**config.mk**
```make
export PLATFORM = sky130hd
export DESIGN_NAME = mem_shuffle_ctrl_flat
export DESIGN_NICKNAME = d
export VERILOG_FILES = /design/src/rtl/mem_shuffle_ctrl_if.sv /design/src/rtl/mem_shuffle_ctrl.sv /design/src/flat_wrapper.sv
export SDC_FILE = /design/constraint.sdc
export NUM_CORES = 1
export LEC_CHECK = 0
export CAP_MARGIN = 20
export CORE_AREA = 4 4 446 448
export DETAILED_ROUTE_END_ITERATION = 7
export DIE_AREA = 0 0 450 452
export GPL_TIMING_DRIVEN = 0
export PLACE_DENSITY = 0.36
export SYNTH_ARGS = -nofsm -noshare
export SYNTH_HDL_FRONTEND = slang
export SYNTH_SLANG_ARGS = --single-unit
export TNS_END_PERCENT = 20
```
**constraint.sdc**
```tcl
create_clock -name clk_i -period 11.68 [get_ports clk_i]
set_input_delay 3.504 -clock clk_i [delete_from_list [all_inputs] [get_ports clk_i]]
set_output_delay 3.504 -clock clk_i [all_outputs]
set_load 0.005 [all_outputs]
```
**src/rtl/mem_shuffle_ctrl_if.sv**
```systemverilog
// Shared types for the vector load path, plus the bundle of handshake/bus
// signals that connects the shuffle controller to its environment.
package core_pkg;
    localparam int unsigned NrLane = 4;
    typedef logic [63:0] vrf_data_t;
    typedef logic [7:0]  vrf_strb_t;
    typedef logic [15:0] vlen_t;
    typedef enum logic [1:0] {EW8, EW16, EW32, EW64} vew_e;
endpackage

interface mem_shuffle_ctrl_if #(
    parameter int unsigned NrLane = core_pkg::NrLane
) ();
    logic                                  req_valid_i;
    logic                                  req_ready_o;
    core_pkg::vlen_t                       req_bytes_i;
    core_pkg::vew_e                        req_sew_i;
    logic                                  mem_valid_i;
    logic                                  mem_ready_o;
    core_pkg::vrf_data_t [NrLane-1:0]      mem_data_i;
    core_pkg::vrf_data_t [NrLane-1:0]      shuf_data_o;
    core_pkg::vlen_t                       shuf_bytes_cnt_o;
    core_pkg::vew_e                        shuf_sew_o;
    core_pkg::vrf_data_t [NrLane-1:0]      shuf_data_i;
    core_pkg::vrf_strb_t [NrLane-1:0]      shuf_mask_i;
    logic                                  wb_valid_o;
    logic                                  wb_ready_i;
    core_pkg::vrf_data_t [NrLane-1:0]      wb_data_o;
    core_pkg::vrf_strb_t [NrLane-1:0]      wb_strb_o;
    logic                                  wb_last_o;
    logic                                  busy_o;
    logic                                  done_o;

    modport master (
        input  req_valid_i, req_bytes_i, req_sew_i, mem_valid_i, mem_data_i,
               shuf_data_i, shuf_mask_i, wb_ready_i,
        output req_ready_o, mem_ready_o, shuf_data_o, shuf_bytes_cnt_o, shuf_sew_o,
               wb_valid_o, wb_data_o, wb_strb_o, wb_last_o, busy_o, done_o
    );

    modport slave (
        output req_valid_i, req_bytes_i, req_sew_i, mem_valid_i, mem_data_i,
               shuf_data_i, shuf_mask_i, wb_ready_i,
        input  req_ready_o, mem_ready_o, shuf_data_o, shuf_bytes_cnt_o, shuf_sew_o,
               wb_valid_o, wb_data_o, wb_strb_o, wb_last_o, busy_o, done_o
    );
endinterface

```
**src/rtl/mem_shuffle_ctrl.sv**
```systemverilog
// Streams memory beats of a load request through an external byte shuffler
// into a one-entry write-back register, one beat per cycle when unstalled.
module mem_shuffle_ctrl #(
    parameter int unsigned NrLane = core_pkg::NrLane
) (
    input  logic               clk_i,
    input  logic               rst_i,
    mem_shuffle_ctrl_if.master bus
);
    localparam core_pkg::vlen_t ByteBlock = core_pkg::vlen_t'(NrLane * 8);

    typedef enum logic {IDLE, BUSY} state_e;

    state_e                                state_q, state_d;
    core_pkg::vlen_t                       remaining_q, beat_bytes;
    core_pkg::vew_e                        sew_q;
    logic                                  wb_valid_q, wb_last_q, done_q, done_d;
    core_pkg::vrf_data_t [NrLane-1:0]      wb_data_q;
    core_pkg::vrf_strb_t [NrLane-1:0]      wb_strb_q;
    logic                                  req_hs, mem_hs, wb_hs, mem_ready;

    always_comb begin
        beat_bytes = (remaining_q < ByteBlock) ? remaining_q : ByteBlock;
        // A beat may enter only if the output slot is empty or draining now.
        mem_ready  = (state_q == BUSY) && (remaining_q != '0) &&
                     (!wb_valid_q || bus.wb_ready_i);
        req_hs     = (state_q == IDLE) && bus.req_valid_i;
        mem_hs     = mem_ready && bus.mem_valid_i;
        wb_hs      = wb_valid_q && bus.wb_ready_i;
    end

    always_comb begin
        state_d = state_q;
        done_d  = 1'b0;
        case (state_q)
            IDLE: begin
                if (req_hs) begin
                    if (bus.req_bytes_i == '0) done_d  = 1'b1;
                    else                       state_d = BUSY;
                end
            end
            BUSY: begin
                if (wb_hs && wb_last_q) begin
                    state_d = IDLE;
                    done_d  = 1'b1;
                end
            end
            default: state_d = IDLE;
        endcase
    end

    always_ff @(posedge clk_i or posedge rst_i) begin
        if (rst_i) begin
            state_q <= IDLE;
            done_q  <= 1'b0;
        end else begin
            state_q <= state_d;
            done_q  <= done_d;
        end
    end

    always_ff @(posedge clk_i or posedge rst_i) begin
        if (rst_i) begin
            remaining_q <= '0;
            sew_q       <= core_pkg::EW8;
            wb_valid_q  <= 1'b0;
            wb_last_q   <= 1'b0;
            wb_data_q   <= '0;
            wb_strb_q   <= '0;
        end else begin
            if (req_hs && bus.req_bytes_i != '0) begin
                remaining_q <= bus.req_bytes_i;
                sew_q       <= bus.req_sew_i;
            end
            if (mem_hs) begin
                remaining_q <= remaining_q - beat_bytes;
                wb_valid_q  <= 1'b1;
                wb_last_q   <= (remaining_q <= ByteBlock);
                wb_data_q   <= bus.shuf_data_i;
                wb_strb_q   <= bus.shuf_mask_i;
            end else if (wb_hs) begin
                wb_valid_q  <= 1'b0;
                wb_last_q   <= 1'b0;
            end
        end
    end

    assign bus.req_ready_o      = (state_q == IDLE);
    assign bus.busy_o           = (state_q == BUSY);
    assign bus.mem_ready_o      = mem_ready;
    assign bus.done_o           = done_q;
    assign bus.shuf_data_o      = bus.mem_data_i;
    assign bus.shuf_bytes_cnt_o = beat_bytes;
    assign bus.shuf_sew_o       = sew_q;
    assign bus.wb_valid_o       = wb_valid_q;
    assign bus.wb_data_o        = wb_data_q;
    assign bus.wb_strb_o        = wb_strb_q;
    assign bus.wb_last_o        = wb_last_q;
endmodule

```
**src/flat_wrapper.sv**
```systemverilog
// flat-port wrapper written by rule: the top's interface ports become plain ports
module mem_shuffle_ctrl_flat 
#(
    parameter int unsigned NrLane = core_pkg::NrLane
)
  (clk_i, rst_i, bus_req_valid_i, bus_req_bytes_i, bus_req_sew_i, bus_mem_valid_i, bus_mem_data_i, bus_shuf_data_i, bus_shuf_mask_i, bus_wb_ready_i, bus_req_ready_o, bus_mem_ready_o, bus_shuf_data_o, bus_shuf_bytes_cnt_o, bus_shuf_sew_o, bus_wb_valid_o, bus_wb_data_o, bus_wb_strb_o, bus_wb_last_o, bus_busy_o, bus_done_o);
  mem_shuffle_ctrl_if #(.NrLane(NrLane)) bus_i ();
  input  logic clk_i;
  input  logic rst_i;
  input wire logic [$bits(bus_i.req_valid_i)-1:0] bus_req_valid_i;
  input wire logic [$bits(bus_i.req_bytes_i)-1:0] bus_req_bytes_i;
  input wire logic [$bits(bus_i.req_sew_i)-1:0] bus_req_sew_i;
  input wire logic [$bits(bus_i.mem_valid_i)-1:0] bus_mem_valid_i;
  input wire logic [$bits(bus_i.mem_data_i)-1:0] bus_mem_data_i;
  input wire logic [$bits(bus_i.shuf_data_i)-1:0] bus_shuf_data_i;
  input wire logic [$bits(bus_i.shuf_mask_i)-1:0] bus_shuf_mask_i;
  input wire logic [$bits(bus_i.wb_ready_i)-1:0] bus_wb_ready_i;
  output wire logic [$bits(bus_i.req_ready_o)-1:0] bus_req_ready_o;
  output wire logic [$bits(bus_i.mem_ready_o)-1:0] bus_mem_ready_o;
  output wire logic [$bits(bus_i.shuf_data_o)-1:0] bus_shuf_data_o;
  output wire logic [$bits(bus_i.shuf_bytes_cnt_o)-1:0] bus_shuf_bytes_cnt_o;
  output wire logic [$bits(bus_i.shuf_sew_o)-1:0] bus_shuf_sew_o;
  output wire logic [$bits(bus_i.wb_valid_o)-1:0] bus_wb_valid_o;
  output wire logic [$bits(bus_i.wb_data_o)-1:0] bus_wb_data_o;
  output wire logic [$bits(bus_i.wb_strb_o)-1:0] bus_wb_strb_o;
  output wire logic [$bits(bus_i.wb_last_o)-1:0] bus_wb_last_o;
  output wire logic [$bits(bus_i.busy_o)-1:0] bus_busy_o;
  output wire logic [$bits(bus_i.done_o)-1:0] bus_done_o;
  assign bus_i.req_valid_i = bus_req_valid_i;
  assign bus_i.req_bytes_i = bus_req_bytes_i;
  assign bus_i.req_sew_i = bus_req_sew_i;
  assign bus_i.mem_valid_i = bus_mem_valid_i;
  assign bus_i.mem_data_i = bus_mem_data_i;
  assign bus_i.shuf_data_i = bus_shuf_data_i;
  assign bus_i.shuf_mask_i = bus_shuf_mask_i;
  assign bus_i.wb_ready_i = bus_wb_ready_i;
  assign bus_req_ready_o = bus_i.req_ready_o;
  assign bus_mem_ready_o = bus_i.mem_ready_o;
  assign bus_shuf_data_o = bus_i.shuf_data_o;
  assign bus_shuf_bytes_cnt_o = bus_i.shuf_bytes_cnt_o;
  assign bus_shuf_sew_o = bus_i.shuf_sew_o;
  assign bus_wb_valid_o = bus_i.wb_valid_o;
  assign bus_wb_data_o = bus_i.wb_data_o;
  assign bus_wb_strb_o = bus_i.wb_strb_o;
  assign bus_wb_last_o = bus_i.wb_last_o;
  assign bus_busy_o = bus_i.busy_o;
  assign bus_done_o = bus_i.done_o;
  mem_shuffle_ctrl #(.NrLane(NrLane)) u_core (.clk_i(clk_i), .rst_i(rst_i), .bus(bus_i));
endmodule
```
==> impl_metrics.toml <==
[status]
status = "completed"

[routing]
postRouteWirelength_um = 104000
via_per_inst = 2.75
vias = 14200
drc = 0
antenna_left = 0
drt_first_pass_iters = 4
wl_per_cell_um = 20.1
dr.first_iter.drc_count = 639

[sta]
fin_crit_ns = 8.48
worst_pin_slew_ns = 0.886
tns_ns = 0
period_share = 0.726
rsz0062_at_grt = "false"
fmax_ghz = 0.118
setup_viol = 0
relSlewSlack = 0.409
maxSlewViolCount = 0
finalHoldViolations = 0
clock_skew_ns = 0.0240

[logic_synthesis]
synth.avg_cell_area_um2 = 8.60
ys_seq_elements = 310
ys.flop_type = "dfrtp_1"
netlist_area_um2 = 14100
async_flop_share = 1.00
ys.warnings.count = 0
yosysUniqueCellTypes = 45
synth_cells = 1639
synth-edff-count = 0
ys_seq_area_frac = 0.550

[clock_network]
clk_latency_ns = 0.63
cts_buffers = 45
cts_num_sinks = 310
clkSlewWorstSetupHoldPaths_ns = 0.05
tritoncts = "built"
cts_root_buf = "clkbuf_16"
h-tree-depth = 2
hold_buffers = 0
clock_path_buffers = 3
cts_setup_buffers = 0
cts_resized = 0

[worst_setup_path]
cp.arrival_ns = 4.98
rr_endpoint = "u_core.bus.wb_data_o[5]$_DFFE_PP0P_"
crit_fanout = 4
crit_path_end_kind = "output pin"
r2r_setup_slack_ns = 8.12
crit_path_end = "bus_mem_ready_o"
cp-startpoint = "bus_wb_ready_i"
ff2ff_path_depth = 8
start_kind = "input pin"
path_class = "input pin to output pin"
r2r_start = "u_core.remaining_q[10]$_DFFE_PP0P_"
cp.required_ns = 8.18

[finish]
layout_commonest_cell = "nand2_1"
instances_no_fill = 5150
final_layout_size_suffix_gt1_frac = 0.157
synthToLayoutAreaGrowth_pct = 96.8
nNetsFinal = 3142
final_cell_mix = "892 x nand2_1, 868 x clkdlybuf4s50_1, 310 x dfrtp_1, 268 x buf_4, 46 x clkbuf_16"
fin_area_um2 = 27700

[grt]
grt_max_degree = 38
grt_usage = 0.0975
grt_pass1_wl_um = 135000
grt-ovfl-total = 0
grt_pass1_vias = 14700
antenna_found_initial = 28

[place]
place_congestion = 0.871
place_inst = 5069
numPortBuffers = 868
dpl-instance-area_um2 = 26200
dp_hpwl_um = 87700

[pwr]
vdd_ir_drop_max_mv = 0.0874
p_per_area_nw_per_um2 = 206
p_leak_nw = 12.3

[worst_hold_path]
min_path_type = "flip-flop to flip-flop"

[floorplanning]
core_area_um2 = 195000
die_w_um = 450
dieArea_um2 = 203000
io_pins = 1135
initial_core_util = 0.0724
rows = 162
dieHeight_um = 452

[flow_run]
maxCapViolCount = 0
-- worst min-delay path by stage --
stage	depth (start not counted)	end	slack [ns]	startpoint
2_1_floorplan	2	u_core.bus.wb_data_o[56]$_DFFE_PP0P_	0.47	u_core.bus.wb_data_o[56]$_DFFE_PP0P_
6_report	2	u_core.bus.wb_strb_o[1]$_DFFE_PP0P_	0.47	u_core.bus.wb_strb_o[1]$_DFFE_PP0P_
5_1_grt	2	u_core.bus.wb_data_o[22]$_DFFE_PP0P_	0.48	u_core.bus.wb_data_o[22]$_DFFE_PP0P_
4_1_cts	2	u_core.bus.wb_strb_o[21]$_DFFE_PP0P_	0.48	u_core.bus.wb_strb_o[21]$_DFFE_PP0P_
3_3_place_gp	2	u_core.bus.wb_data_o[158]$_DFFE_PP0P_	0.46	u_core.bus.wb_data_o[158]$_DFFE_PP0P_
3_5_place_dp	2	u_core.bus.wb_data_o[76]$_DFFE_PP0P_	0.46	u_core.bus.wb_data_o[76]$_DFFE_PP0P_
-- power breakdown --
| group | internal [mW] | switching, mW | total [mW] | leakage, nW |
|---|---|---|---|---|
| sequential | 1.52 | 0.336 | 1.86 | 3.81 |
| clock | 0.865 | 0.582 | 1.45 | 0.760 |
| combinational | 1.21 | 1.20 | 2.41 | 7.76 |
-- synthesized netlist by cell type (2+ instances only) --
library cell / instances / share of area
a221o_1: 5 / 0.0036
nor2_1: 11 / 0.0029
a211oi_1: 2 / 0.0011
dfrtp_1: 310 / 0.55
o21ai_0: 7 / 0.0025
nor3_1: 4 / 0.0014
nand3_1: 8 / 0.0028
nand2_1: 892 / 0.24
a21oi_1: 4 / 0.0014
conb_1: 2 / 0.00053
nor4_1: 6 / 0.0027
mux2i_1: 2 / 0.0014
and2_1: 5 / 0.0022
or2_2: 2 / 0.00089
o311ai_0: 3 / 0.0019
and3_1: 3 / 0.0013
inv_1: 4 / 0.0011
buf_4: 268 / 0.14
o211ai_1: 5 / 0.0027
clkbuf_1: 26 / 0.0069
buf_2: 42 / 0.015
a31oi_1: 2 / 0.00089
or3_1: 3 / 0.0013
nand2b_1: 2 / 0.00089
-- logic make-up after synthesis --
kind of cell,share of synthesized area
compound gates,0.0224
fa+ha+maj,0.000888
buf+inv,0.166
flops,0.550
mux,0.00142
other cells,0.000533
simple gates,0.259
-- stage by stage --
| step | util | hold slack (ns) | setup WS, ns | power (mW) |
|---|---|---|---|---|
| final | 0.143 | 0.470 | 3.20 | 5.71 |
| after global routing | 0.143 | 0.485 | 3.11 | 6.16 |
| after CTS | 0.143 | 0.476 | 3.18 | 5.92 |
| after detailed placement | 0.135 | 0.461 | 3.18 | 4.37 |
| after global placement | 0.134 | 0.460 | 0.390 | 4.38 |
| after floorplan | - | 0.468 | 4.05 | 2.54 |
-- layout make-up --
cell class                      instances  area, um^2
Multi-Input combinational cell        997        4040
Tap cell                             2542        3180
Clock buffer                           58        1300
Inverter                                5        22.5
Clock inverter                         20         218
Timing Repair Buffer                  879        8900
Antenna cell                            3        7.51
Sequential cell                       310        7760
Buffer                                336        2320
Fill cell                           22000      167000
-- critical path, stage by stage --
cell	delay, ns
clkdlybuf4s50_1	0.59
nand2b_1	0.20
o211a_1	0.16
clkdlybuf4s50_1	0.52
-- state kept, by name, summed over array words and instances, names as in the netlist --
signal,cells
u_core.bus.wb_data_o,256
u_core.bus.wb_strb_o,32
u_core.remaining_q,16
u_core.bus.shuf_sew_o,2
u_core.bus.busy_o,1
u_core.bus.done_o,1
u_core.bus.wb_last_o,1
u_core.bus.wb_valid_o,1
-- routing by layer --
layer | part of all wire | GRT usage | up-vias
met5 | 0 | 0 | -
met4 | 0.016 | 0.0194 | 0
met3 | 0.093 | 0.0396 | 106
met2 | 0.49 | 0.167 | 641
met1 | 0.40 | 0.115 | 6747
li1 | - | - | 6658
Power figures use the tool's default switching activity.
